--- src/rtl/lampFPU_pkg.sv ---
// Shared lampFPU types and constants.
// Float format, round-bit positions and special encodings.
package lampFPU_pkg;

  localparam int LAMP_FLOAT_E_DW = 8;
  localparam int LAMP_FLOAT_F_DW = 7;
  localparam int LAMP_FLOAT_DW   = 1 + LAMP_FLOAT_E_DW + LAMP_FLOAT_F_DW;

  // Positions inside the pre-round mantissa {01, frac, G, R, S}
  localparam int LAMP_ROUND_S_IDX = 0;
  localparam int LAMP_ROUND_R_IDX = 1;
  localparam int LAMP_ROUND_G_IDX = 2;
  localparam int LAMP_FRAC_LSB    = 3;
  localparam int LAMP_FRAC_MSB    = LAMP_FRAC_LSB + LAMP_FLOAT_F_DW - 1;

  localparam logic [LAMP_FLOAT_E_DW-1:0] LAMP_INF_E  = '1;
  localparam logic [LAMP_FLOAT_F_DW-1:0] LAMP_INF_F  = '0;
  localparam logic [LAMP_FLOAT_E_DW-1:0] LAMP_ZERO_E = '0;
  localparam logic [LAMP_FLOAT_F_DW-1:0] LAMP_ZERO_F = '0;

  // Sticky flag bit positions in {OF, UF, NX}
  localparam int LAMP_FLAG_NX = 0;
  localparam int LAMP_FLAG_UF = 1;
  localparam int LAMP_FLAG_OF = 2;

  typedef struct packed {
    logic                       s;
    logic [LAMP_FLOAT_E_DW-1:0] e;
    logic [LAMP_FLOAT_F_DW-1:0] f;
  } lamp_float_t;

  // Bundle carried from the round stage to the pack stage
  typedef struct packed {
    logic                       s;
    logic [LAMP_FLOAT_E_DW-1:0] e;
    logic [LAMP_FLOAT_F_DW-1:0] f;
    logic                       carry;
    logic                       nx;
    logic                       rnd;
    logic                       of;
    logic                       uf;
  } lamp_s1_t;

endpackage

--- src/rtl/lampfpu_rne_incr.sv ---
// Round-to-nearest-even increment on the fraction field.
// Produces the rounded fraction, its carry-out and inexactness.
module lampfpu_rne_incr
  import lampFPU_pkg::*;
(
  input  logic [LAMP_FLOAT_F_DW-1:0] frac_i,
  input  logic                       g_i,
  input  logic                       r_i,
  input  logic                       s_i,
  output logic [LAMP_FLOAT_F_DW-1:0] frac_o,
  output logic                       carry_o,
  output logic                       inexact_o
);

  logic incr;

  // Ties go to the even fraction, so the LSB breaks a pure halfway case
  assign incr = g_i & (r_i | s_i | frac_i[0]);

  assign {carry_o, frac_o} = {1'b0, frac_i}
                           + {{LAMP_FLOAT_F_DW{1'b0}}, incr};

  assign inexact_o = g_i | r_i | s_i;

endmodule

--- src/rtl/lampfpu_sqrt_round.sv ---
// Two-stage RNE rounding and packing for the sqrt unit.
// S1 rounds the mantissa; S2 adjusts exponent, overrides, packs.
module lampfpu_sqrt_round
  import lampFPU_pkg::*;
(
  input  logic                         clk,
  input  logic                         rst,
  input  logic                         valid_i,
  output logic                         ready_o,
  input  logic                         s_i,
  input  logic [LAMP_FLOAT_E_DW-1:0]   e_i,
  input  logic [LAMP_FLOAT_F_DW+4:0]   f_i,
  input  logic                         isToRound_i,
  input  logic                         isOverflow_i,
  input  logic                         isUnderflow_i,
  output logic                         valid_o,
  input  logic                         ready_i,
  output logic [LAMP_FLOAT_DW-1:0]     res_o,
  output logic [2:0]                   flags_o,
  input  logic                         flags_clr_i
);

  logic                       s1_valid_q;
  lamp_s1_t                   s1_q;
  lamp_s1_t                   s1_d;
  logic                       s2_valid_q;
  lamp_float_t                res_q;
  lamp_float_t                res_d;
  logic [2:0]                 s2_fl_q;
  logic [2:0]                 s2_fl_d;
  logic [2:0]                 flags_q;
  logic [2:0]                 flags_d;

  logic                       s1_load;
  logic                       s2_load;
  logic                       out_xfer;

  logic [LAMP_FLOAT_F_DW-1:0] rnd_frac;
  logic                       rnd_carry;
  logic                       rnd_nx;

  logic [LAMP_FLOAT_E_DW-1:0] e_adj;
  logic                       e_cy;
  logic                       of;
  logic                       uf;
  logic                       nx;

  assign s2_load  = ~s2_valid_q | ready_i;
  assign s1_load  = ~s1_valid_q | s2_load;
  assign ready_o  = s1_load;
  assign out_xfer = s2_valid_q & ready_i;

  lampfpu_rne_incr u_rne (
    .frac_i    (f_i[LAMP_FRAC_MSB:LAMP_FRAC_LSB]),
    .g_i       (f_i[LAMP_ROUND_G_IDX]),
    .r_i       (f_i[LAMP_ROUND_R_IDX]),
    .s_i       (f_i[LAMP_ROUND_S_IDX]),
    .frac_o    (rnd_frac),
    .carry_o   (rnd_carry),
    .inexact_o (rnd_nx)
  );

  // S1 next state: rounded fields, or raw fields for specials
  always_comb begin
    s1_d       = '0;
    s1_d.s     = s_i;
    s1_d.e     = e_i;
    s1_d.rnd   = isToRound_i;
    if (isToRound_i) begin
      s1_d.f     = rnd_frac;
      s1_d.carry = rnd_carry;
      s1_d.nx    = rnd_nx;
      s1_d.of    = isOverflow_i;
      s1_d.uf    = isUnderflow_i;
    end else begin
      s1_d.f     = f_i[LAMP_FRAC_MSB:LAMP_FRAC_LSB];
    end
  end

  // S2 next state: exponent adjust, exception override, pack
  always_comb begin
    {e_cy, e_adj} = {1'b0, s1_q.e}
                  + {{LAMP_FLOAT_E_DW{1'b0}}, s1_q.carry};
    of = s1_q.of | (s1_q.rnd & (e_cy | (&e_adj)));
    uf = s1_q.uf & ~of;
    nx = s1_q.nx | of | uf;
    res_d   = '0;
    res_d.s = s1_q.s;
    unique case (1'b1)
      of: begin
        res_d.e = LAMP_INF_E;
        res_d.f = LAMP_INF_F;
      end
      uf: begin
        res_d.e = LAMP_ZERO_E;
        res_d.f = LAMP_ZERO_F;
      end
      default: begin
        res_d.e = e_adj;
        res_d.f = s1_q.f;
      end
    endcase
    s2_fl_d               = '0;
    s2_fl_d[LAMP_FLAG_OF] = of;
    s2_fl_d[LAMP_FLAG_UF] = uf;
    s2_fl_d[LAMP_FLAG_NX] = nx;
  end

  // Sticky flags: clear first, then OR in the leaving result
  always_comb begin
    flags_d = flags_clr_i ? 3'b000 : flags_q;
    if (out_xfer) begin
      flags_d = flags_d | s2_fl_q;
    end
  end

  // Stage 1 register
  always_ff @(posedge clk) begin
    if (rst) begin
      s1_valid_q <= 1'b0;
      s1_q       <= '0;
    end else if (s1_load) begin
      s1_valid_q <= valid_i;
      if (valid_i) begin
        s1_q <= s1_d;
      end
    end
  end

  // Stage 2 register, holds while the consumer stalls
  always_ff @(posedge clk) begin
    if (rst) begin
      s2_valid_q <= 1'b0;
      res_q      <= '0;
      s2_fl_q    <= '0;
    end else if (s2_load) begin
      s2_valid_q <= s1_valid_q;
      if (s1_valid_q) begin
        res_q   <= res_d;
        s2_fl_q <= s2_fl_d;
      end
    end
  end

  // Sticky flag register
  always_ff @(posedge clk) begin
    if (rst) begin
      flags_q <= '0;
    end else begin
      flags_q <= flags_d;
    end
  end

  assign valid_o = s2_valid_q;
  assign res_o   = res_q;
  assign flags_o = flags_q;

endmodule

--- config.mk ---
export PLATFORM = sky130hd
export DESIGN_NAME = lampfpu_sqrt_round
export DESIGN_NICKNAME = d
export VERILOG_FILES = /design/src/rtl/lampFPU_pkg.sv /design/src/rtl/lampfpu_rne_incr.sv /design/src/rtl/lampfpu_sqrt_round.sv
export SDC_FILE = /design/constraint.sdc
export NUM_CORES = 1
export LEC_CHECK = 0
export ABC_CLOCK_PERIOD_IN_PS = 2700
export CORE_UTILIZATION = 35
export CTS_BUF_LIST = sky130_fd_sc_hd__clkbuf_4 sky130_fd_sc_hd__clkbuf_8
export CTS_CLUSTER_DIAMETER = 40
export DETAILED_ROUTE_END_ITERATION = 10
export SYNTH_ARGS = -nofsm -noshare
export SYNTH_HDL_FRONTEND = slang
export SYNTH_SLANG_ARGS = --single-unit
--- constraint.sdc ---
create_clock -name clk -period 2.7 [get_ports clk]
set_input_delay 0.27 -clock clk [delete_from_list [all_inputs] [get_ports clk]]
set_output_delay 0.27 -clock clk [all_outputs]
set_load 0.005 [all_outputs]
### After elaboration in Yosys (flattened, before gate mapping)

Cells that the tools add are included.

* div/mod/pow operators: 0
* $mul: 0
* add/subtract/negate cells: 2
* eq/ne operators: 0
* mux-type cells: 6
* reductions and logical operators: 3
* magnitude comparators: 0
* shift-type cells: 0
* bitwise operators: 18

Operator list (count)
* $pmux 15 s2: 1
* $or 1x1->1: 10
* $add 8x1->9: 1
* $add 7x1->8: 1
* $reduce_and 8->1: 1
* $mux 7: 1
* $mux 3: 2
* $and 1x1->1: 4
* $mux 2: 2
* $reduce_and 2->1: 2
* $not 1->1: 3
* $or 3x3->3: 1

* input port bits: 29
* latch bits: 0
* bits in read-only memories: 0
* output and inout bits: 21
* memories: 0
* RAM bits: 0
* bits in registers: 45

### Logic depth before layout (Yosys ltp)

* word-level depth: 8
* depth in mapped cells: 8

### Hierarchy

Synthesis repeated with hierarchy kept, for this count alone.

* cell total of the unflattened synthesis: 221
* area, all modules: 2008.2 µm²

By module, submodules not included
* lampfpu_sqrt_round: cells an instance 202, seq. area each 900.9 µm², area an instance 1876.8 µm², times used 1
* lampfpu_rne_incr: cells an instance 19, seq. area each 0.0 µm², area an instance 131.4 µm², times used 1

### Least setup slack after synthesis

OpenSTA, ideal clock, no wires.

* path kind: register to register
* from: reg s1_q[4] (netlist bit)
* to: reg res_q (netlist bit res_o[0])
* data required time: 2563 ps
* stages on the path, launching flop included: 7
* library setup time: 137 ps
* slack: 746 ps
* buffers on the path: 0
* arrival: 1817 ps
* cell sequence: dfxtp_1 ha_1 nand4_1 or3_1 a2111o_1 nor2_1 o22ai_1

* cells in the longest elaborated chain, start to end: 8

RTL lines
* from (decl): RTL line lampfpu_sqrt_round.sv:24 `lamp_s1_t s1_q;`
* from (signal assigned): RTL line lampfpu_sqrt_round.sv:121 `s1_q <= '0;`
* from (signal assigned): RTL line lampfpu_sqrt_round.sv:125 `s1_q <= s1_d;`
* $add 8x1->9 (*): RTL line lampfpu_sqrt_round.sv:83 `+ {{LAMP_FLOAT_E_DW{1'b0}}, s1_q.carry};`
* $reduce_and 8->1: RTL line lampfpu_sqrt_round.sv:84 `of = s1_q.of | (s1_q.rnd & (e_cy | (&e_adj)));`
* $or 1x1->1 (*): RTL line lampfpu_sqrt_round.sv:84
* $and 1x1->1 (*): RTL line lampfpu_sqrt_round.sv:84
* $or 1x1->1 (*): RTL line lampfpu_sqrt_round.sv:84
* $not 1->1: RTL line lampfpu_sqrt_round.sv:85 `uf = s1_q.uf & ~of;`
* $and 1x1->1: RTL line lampfpu_sqrt_round.sv:85
* $pmux 15 s2 (*): RTL line lampfpu_sqrt_round.sv:89 `unique case (1'b1)`
* to (signal assigned): RTL line lampfpu_sqrt_round.sv:139 `res_q <= res_d;`
* to (decl): RTL line lampfpu_sqrt_round.sv:27 `lamp_float_t res_q;`

Every way passes the cells marked *; elsewhere a longest branch is shown, timed or not.
A chain may end at the register's enable or synchronous reset.

### Final worst setup path

* from: reg s1_q[4] (netlist bit)
* to: reg res_q (netlist bit res_o[4])

Same word-level chain as after synthesis.

==> impl_metrics.toml <==
[clock_tree]
insertion_delay_ns = 0.29
cts-root-buf = "clkbuf_8"
cts_buffers = 5
cts_setup_buffers = 0
clkTransAtPathRegs_ns = 0.08
clock-sinks = 45
holdBufCountCts = 0
postCtsResizedCells = 0
clockBufferDepth = 2
cts_tree = "yes"
cts_max_level = 2

[timing]
worst_pin_slew_ns = 0.562
hold_ws_ns = 0.453
period_share = 0.836
tns_ns = 0
setup_viol = 0
hold_violations = 0
finalCriticalPeriod_ns = 2.26
clock.fmax_ghz = 0.443
slew_violations = 0
max_slew_margin = 0.624
fin_skew_ns = 0.00603
rsz0062_at_grt = "no"

[critical_path]
worstSetupStartpoint = "s1_q[4]"
start_kind = "flop"
worst-setup-path-type = "reg2reg"
cp.required_ns = 2.85
crit_family = "simple AND/OR/NAND/NOR gates"
path_buf_inv = 0
path_max_fanout = 8
r2r_start = "s1_q[4]"
crit_chain = "ha_1 > nand4_1 > or3_1 > a2111o_1 > nor2_1 > o22ai_1"
slowest_delay_ns = 0.46
timing.reg2reg.setup_slack_ns = 0.44
slowest_stage = "a2111o_1"
endpoint_kind = "flop"
cp.arrival_ns = 2.40

[synthesis]
ys_types = 30
netlist.area_leader.share = 0.469
synth_fa_ha_area_frac = 0.0261
synth_compound_area_frac = 0.184
netlist_area_mm2 = 0.00192
syn_nets = 268
synth_edf_count = 0
ys_ff_latch = 45
synthTopCellsByCount = "49 x nand2_1, 45 x dfxtp_1, 26 x a21oi_1"
synth_area_leader_cell = "dfxtp_1"
yosys.area_share.xor_xnor = 0.0456
synth_top_family_by_area = "simple AND/OR/NAND/NOR gates"
synth.mux.area_fraction = 0.00521
yosysMostFrequentCell = "nand2_1"
ys.flop_type = "dfxtp_1"
async_flop_share = 0
synth_area_leaders = "dfxtp_1 47%, nand2_1 9.6%, a21oi_1 6.8%, nor2_1 3.9%, nand4_1 3.6%"
ys_warn_count = 0
syn_inst = 235
synth-simple-area-share = 0.231
ys_seq_area_frac = 0.469
syn_area_per_cell_um2 = 8.17

[placed_design]
hpwl_um = 3100
dpl_cell_area_mm2 = 0.00246
io_buffer_count = 47
place.gp.congestion = 0.758

[finish]
drive_above_1_share = 0.0571
insertedDiodeCount = 0
fin_area_mm2 = 0.00255
num-nets-final = 313
nFillCells = 548
syn_to_final_growth_pct = 32.6

[detailed_routing]
ant_nets = 0
drc = 0
drtIter0Drc = 76
wirelength_um = 4220
wl_per_cell_um = 12.0
vias = 1683
vias_per_cell = 4.81
drtPass1Iterations = 4

[floorplan]
rows = 26
ioPinCount = 50
fp.coreArea_mm2 = 0.00520
initial_utilization = 0.369
die_area_mm2 = 0.00579
die_x_um = 76.1
die_y_um = 76.1

[job]
drv_cap = 0

[pwr]
p_switching_uw = 311
ir_worst_vdd_mv = 0.228
seqPwrFrac = 0.550
combPwrFrac = 0.134
leakagePower_nw = 0.920
p_sw_frac = 0.236
internal_power_mw = 1.00
clkPwrFrac = 0.316
powerDensity_mw_per_mm2 = 517

[global_route]
grt_pass1_wl_um = 7200
antenna_found_initial = 0
grt_usage = 0.153
grt_pass1_vias = 1519
grt.overflow.total = 0
grt_max_degree = 37

[outcome]
status = "completed"

[worst_hold_path]
hp-class = "reg2reg"
min_from = "res_d[15]"
-- registers in the layout, summed over array words and instances, names as in the netlist --
name	count
flags_o	3
res_d	1
res_o	16
s1_q	20
s1_valid_q	1
s2_fl_q	3
valid_o	1
-- layout make-up --
cell class                 instances  area, µm²  area share
clock buffer                       7       90.1      0.0354
inverter                           5       18.8     0.00737
timing repair buffer              51        500       0.197
multi-input combinational        172        948       0.372
tap                               70       87.6      0.0344
sequential                        45        901       0.354
-- stage by stage --
step	std cells	worst slack (ns)	total power [mW]	util
5_1_grt	350	0.254	1.39	0.489
4_1_cts	350	0.457	1.33	0.489
3_5_place_dp	343	0.467	0.917	0.472
3_3_place_gp	343	0.514	0.914	0.472
6_report	350	0.442	1.32	0.489
2_1_floorplan	235	0.746	0.823	-
-- cell families after synthesis --
logic type	Yosys count
compound gates	58
buf+inv	18
mux	1
simple gates	99
xor+xnor	10
flops	45
fa+ha+maj	4
-- placed cells by master (no fill, tap or decap), drive strengths merged --
master	count
a2111o	1
a211oi	7
a21oi	27
a32oi	3
and2	2
buf	4
clkbuf	7
clkdlybuf4s50	47
dfxtp	45
ha	4
inv	5
mux2i	1
nand2	49
nand2b	1
nand3	8
nand4	11
nor2	20
nor2b	1
nor3	4
o21a	1
o21ai	9
o221a	1
o22ai	7
o311ai	1
o41ai	1
or2	1
or3	2
xnor2	4
xor2	6
-- routing by layer --
layer | GRT usage | up-vias | part of all wire | routed length (µm)
met5 | 0 | - | 0 | 0
met4 | 0.0519 | 0 | 0 | 0
met3 | 0.0251 | 0 | 0.042 | 176
met2 | 0.236 | 37 | 0.45 | 1890
met1 | 0.215 | 739 | 0.51 | 2150
li1 | - | 907 | - | -
-- power groups by stage --
stage	logic (mW)	clock network (mW)	registers, mW
global route	0.197	0.460	0.729
floorplan	0.0904	0	0.733
finish	0.176	0.415	0.724
detailed placement	0.178	0	0.739
global placement	0.176	0	0.738
CTS	0.179	0.427	0.724
-- worst paths after layout --
kind / end / depth (start not counted)
worst max register to register: res_o[4] / 6
worst min-delay path: res_o[15] / 2
worst min register to register: res_o[15] / 2
worst max-delay path: res_o[4] / 6
-- worst reg2reg max path: stages (launching register included) --
cell and delay, ns:
dfxtp_1 0.36, ha_1 0.17, nand4_1 0.13, or3_1 0.39
a2111o_1 0.46, nor2_1 0.46, o22ai_1 0.14
Power figures use the tool's default switching activity.
